<file path="config.mk">
export PLATFORM = sky130hd
export DESIGN_NAME = alu_share_arbiter
export DESIGN_NICKNAME = d
export VERILOG_FILES = /design/src/rtl/alu_share_arbiter.sv
export SDC_FILE = /design/constraint.sdc
export NUM_CORES = 1
export LEC_CHECK = 0
export CAP_MARGIN = 40
export CORE_ASPECT_RATIO = 0.7
export CORE_MARGIN = 5
export CORE_UTILIZATION = 35
export CTS_CLUSTER_DIAMETER = 120
export DETAILED_ROUTE_END_ITERATION = 7
export PLACE_DENSITY_LB_ADDON = 0.12
export RECOVER_POWER = 50
export SLEW_MARGIN = 20
export SYNTH_ARGS = -nofsm -noshare
export SYNTH_HDL_FRONTEND = slang
export SYNTH_SLANG_ARGS = --single-unit
</file>
<file path="constraint.sdc">
create_clock -name clk -period 7 [get_ports clk]
set_input_delay 1.4 -clock clk [delete_from_list [all_inputs] [get_ports clk]]
set_output_delay 1.4 -clock clk [all_outputs]
set_load 0.05 [all_outputs]
</file>
<file path="src/rtl/alu_share_arbiter.sv">
`default_nettype none
// ============================================================================
// alu_share_arbiter: round-robin share of one integer ALU between two
// requesters, with a single registered, id-tagged response slot.
// Optional build macro ALU_SHARE_ARBITER_STATS_EN adds grant/conflict counters.
// Revision: 1.0
// ============================================================================
module alu_share_arbiter #(
  parameter int DATA_W     = 32,
  parameter int RESET_PRIO = 0
) (
  input  logic              clk,
  input  logic              reset,
  input  logic              req0_valid,
  output logic              req0_ready,
  input  logic [2:0]        req0_op,
  input  logic [DATA_W-1:0] req0_a,
  input  logic [DATA_W-1:0] req0_b,
  input  logic              req1_valid,
  output logic              req1_ready,
  input  logic [2:0]        req1_op,
  input  logic [DATA_W-1:0] req1_a,
  input  logic [DATA_W-1:0] req1_b,
  output logic              rsp_valid,
  input  logic              rsp_ready,
  output logic              rsp_id,
  output logic [DATA_W-1:0] rsp_result,
  output logic              rsp_zero,
  output logic              rsp_illegal
`ifdef ALU_SHARE_ARBITER_STATS_EN
  ,
  output logic [15:0]       stat_grant0,
  output logic [15:0]       stat_grant1,
  output logic [15:0]       stat_conflict
`endif
);

  typedef enum logic {
    EMPTY = 1'b0,
    FULL  = 1'b1
  } state_t;

  state_t              state_q, state_d;
  logic                last_grant;
  logic                slot_free;
  logic                winner;
  logic                accept;
  logic [2:0]          sel_op;
  logic [DATA_W-1:0]   sel_a, sel_b;
  logic [DATA_W-1:0]   alu_result;
  logic                alu_illegal;

  assign rsp_valid = (state_q == FULL);
  assign slot_free = !rsp_valid || rsp_ready;

  // On a tie the requester not granted last wins; otherwise the lone valid one.
  always_comb begin
    winner = req1_valid;
    if (req0_valid && req1_valid) winner = ~last_grant;
  end

  // Reset gates the grants so nothing is accepted in the reset cycle.
  assign req0_ready = !reset && slot_free && req0_valid && !winner;
  assign req1_ready = !reset && slot_free && req1_valid &&  winner;
  assign accept     = req0_ready || req1_ready;

  assign sel_op = winner ? req1_op : req0_op;
  assign sel_a  = winner ? req1_a  : req0_a;
  assign sel_b  = winner ? req1_b  : req0_b;

  always_comb begin
    alu_result  = '0;
    alu_illegal = 1'b0;
    case (sel_op)
      3'b000:  alu_result = sel_a + sel_b;
      3'b001:  alu_result = sel_a - sel_b;
      3'b010:  alu_result = sel_a & sel_b;
      3'b011:  alu_result = sel_a | sel_b;
      3'b101:  alu_result = {{(DATA_W-1){1'b0}}, (sel_a < sel_b)};
      default: alu_illegal = 1'b1;
    endcase
  end

  always_comb begin
    state_d = state_q;
    case (state_q)
      EMPTY: if (accept) state_d = FULL;
      FULL: begin
        if (accept)         state_d = FULL;
        else if (rsp_ready) state_d = EMPTY;
      end
      default: state_d = EMPTY;
    endcase
  end

  always_ff @(posedge clk) begin
    if (reset) state_q <= EMPTY;
    else       state_q <= state_d;
  end

  always_ff @(posedge clk) begin
    if (reset) begin
      rsp_id      <= 1'b0;
      rsp_result  <= '0;
      rsp_zero    <= 1'b0;
      rsp_illegal <= 1'b0;
      last_grant  <= (RESET_PRIO == 0);
    end else if (accept) begin
      rsp_id      <= winner;
      rsp_result  <= alu_result;
      rsp_zero    <= (alu_result == '0);
      rsp_illegal <= alu_illegal;
      last_grant  <= winner;
    end
  end

`ifdef ALU_SHARE_ARBITER_STATS_EN
  always_ff @(posedge clk) begin
    if (reset) begin
      stat_grant0   <= '0;
      stat_grant1   <= '0;
      stat_conflict <= '0;
    end else begin
      if (req0_ready && stat_grant0 != 16'hFFFF) stat_grant0 <= stat_grant0 + 16'd1;
      if (req1_ready && stat_grant1 != 16'hFFFF) stat_grant1 <= stat_grant1 + 16'd1;
      if (req0_valid && req1_valid && slot_free && stat_conflict != 16'hFFFF)
        stat_conflict <= stat_conflict + 16'd1;
    end
  end
`endif

endmodule
`default_nettype wire

</file>
==> results.ini <==
[clocking]
hold_buffers=0
cts-root-buf=clkbuf_16
cts_setup_buffers=0
cts_tree=done
ctsResizeCount=0
clk_pin_slew_worst_paths_ps=60
insertion_delay_ps=280
cts.sinks=37
numCtsBuffers=5
cts_buffer_depth=2
cts.htree.levels=2

[floorplanning]
initial_core_util_pct=35.6
dieArea_sq_um=24200
dieHeight_um=132
ios=177
die_w_um=184
core-area_sq_um=20800
fp-row-count=44

[critical_path]
crit_required_ps=7230
path_max_fanout=55
worst_r2r_endpoint=rsp_zero$_SDFFE_PP0P_
reg2reg_slack_ps=2150
crit_arrival_ps=6440
crit_type=in2reg
r2r_cells=15
endpoint_kind=flop
reg2reg_from=last_grant$_SDFFE_PP1P_
cp-start-kind=primary input

[placement]
place_inst=1446
placed_area_sq_um=9480
hpwl_um=23000
io_buffers=176
place.gp.congestion=1.02

[cells_and_area]
final_common_cell=clkdlybuf4s50_1
fin_area_sq_um=9650
n_fill_cell=2100
area_growth_syn_to_layout_pct=30.5
layout.cells.non_filler=1454
mostFrequentLayoutCells=clkdlybuf4s50_1 (141), nor2_1 (118), ha_1 (100), inv_1 (98), a21oi_1 (88)
fin_nets=1418
antenna_cells=0
drive_above_1_share_pct=9.85

[sta]
rsz0062_at_grt=false
setup_tns_ps=0
finalSetupViolCount=0
skew_ps=3.35
fmax_mhz=161
relSlewSlack_pct=21.0
finalMaxSlewViolations=0
hold_violations=0
fin_crit_sh_pct=88.7
period_minus_slack_ps=6210
tightest_slew_ps=1190

[logic_synthesis]
syn_nets=1271
syn_inst=1030
yosys.cell_types.count=75
postSynthAreaPerCell_sq_um=7.17
seq_area_frac_synth_pct=10.0
syn-cell-area_sq_um=7390
async_reset_ff_share_pct=0
synth_edf_count=0
synthFlopType=dfxtp_1
yosys_warnings=0
synth-seq-cells=37

[drt]
detail_route.wl_per_cell_um=19.7
ant_nets=0
first_iter_violations=1097
routed_via_density=5.89
routed_wl_um=28600
drtPass1Iterations=5
drc_errors=0
via_count=8558

[power]
power_density_nw_per_um2=164
ir_drop_v=0.000113
power_leakage_nw=4.07

[hold_path]
hold_path.class=reg2reg
whs_path_depth=2
worstHoldStart=rsp_result[29]$_SDFFE_PP0P_
hold-path-endpoint=rsp_result[29]$_SDFFE_PP0P_

[global_route]
grt_pass1_wl_um=44100
grt_max_degree=56
antenna_found_initial=0
track_usage_pct=22.1
grt_pass1_vias=7756
grt_overflow_total=0

[status]
status=finished, final reports clean

[flow_run]
drv_cap=0

==> critical path, stage by stage <==
cell and delay (ps):
clkdlybuf4s50_1 530, a21boi_4 270, buf_12 290, mux2_2 400
ha_1 430, or4_4 600, or3_1 350, a211oi_2 200
nor2_1 130, o41a_1 490, o31a_1 360, a2111oi_4 370
o2bb2ai_2 160, nand3_2 80, nor4_2 160, a31o_1 160
==> cell usage after synthesis (all sizes together) (5+ instances only) <==
library cell / instances / share of area [%]
a221o: 14 / 1.9
o21ai: 56 / 3.8
ha: 100 / 17
nand2b: 14 / 1.2
dfxtp: 37 / 10
o22ai: 6 / 0.51
xnor2: 8 / 0.95
or3: 5 / 0.42
a31oi: 12 / 1.0
clkbuf: 49 / 2.5
o221ai: 12 / 1.4
inv: 98 / 5.0
nand4: 17 / 1.4
nor2b: 17 / 1.4
mux2i: 16 / 2.2
nor2: 118 / 6.0
o211ai: 13 / 1.3
a221oi: 10 / 1.2
buf: 12 / 0.73
o21bai: 7 / 0.71
nor3b: 5 / 0.51
nand3: 17 / 1.2
nand2: 60 / 3.0
a211oi: 38 / 3.9
mux2: 66 / 10
o31ai: 9 / 0.91
nor3: 23 / 1.6
a21o: 10 / 1.0
nor4: 12 / 1.1
and2: 8 / 0.68
a21oi: 88 / 6.0
==> worst max-delay path by stage <==
stage	cells after the start	startpoint	slack, ps	to
2_1_floorplan	19	req1_valid	460	rsp_zero$_SDFFE_PP0P_
3_3_place_gp	16	req1_valid	570	rsp_zero$_SDFFE_PP0P_
3_5_place_dp	16	req1_valid	470	rsp_zero$_SDFFE_PP0P_
4_1_cts	16	req1_valid	760	rsp_zero$_SDFFE_PP0P_
5_1_grt	18	req1_valid	480	rsp_zero$_SDFFE_PP0P_
6_report	16	req1_valid	790	rsp_zero$_SDFFE_PP0P_
==> report_power, final <==
part	switching [mW]	internal [mW]	leakage (nW)
Clock	0.0929	0.169	0.0800
Combinational	0.664	0.417	3.68
Sequential	0.0129	0.230	0.305
==> kinds of logic after synthesis <==
family | count (synthesis) | share of synthesized area, %
AOI/OAI and AO/OA | 329 | 30.7
and+or+nand+nor | 312 | 20.3
muxes | 82 | 12.2
adders and majority gates | 102 | 17.5
buffers and inverters | 159 | 8.20
xor gates and xnor gates | 9 | 1.07
DFF | 37 | 10.0
==> state kept, by name (all words and copies together) (netlist names) <==
signal	count
rsp_id	1
rsp_zero	1
rsp_valid	1
rsp_illegal	1
rsp_result	32
last_grant	1
==> through the flow <==
stage	hold WS (ps)	util [%]	power, mW	setup slack [ps]
floorplan	461	-	0.947	462
global placement	447	45.7	1.31	574
detailed placement	448	45.7	1.30	475
CTS	457	46.5	1.57	756
global route	472	46.5	1.69	475
finish	450	46.5	1.59	788
==> layer usage <==
metal	vias up	global-route usage, %	part of all wire, %
li1	4066	-	-
met1	3976	36.1	50
met2	472	29.1	37
met3	44	4.48	11
met4	0	4.14	1.7
met5	-	0	0
==> layout make-up <==
type                            instances  area, sq um  share of cell area (%)
Inverter                               98          368                    3.81
Tap cell                              276          345                    3.58
Timing Repair Buffer                  201         1960                    20.3
Clock buffer                            5          125                    1.30
Multi-Input combinational cell        834         6060                    62.9
Clock inverter                          3         46.3                   0.480
Sequential cell                        37          741                    7.68
Power figures use the tool's default switching activity.
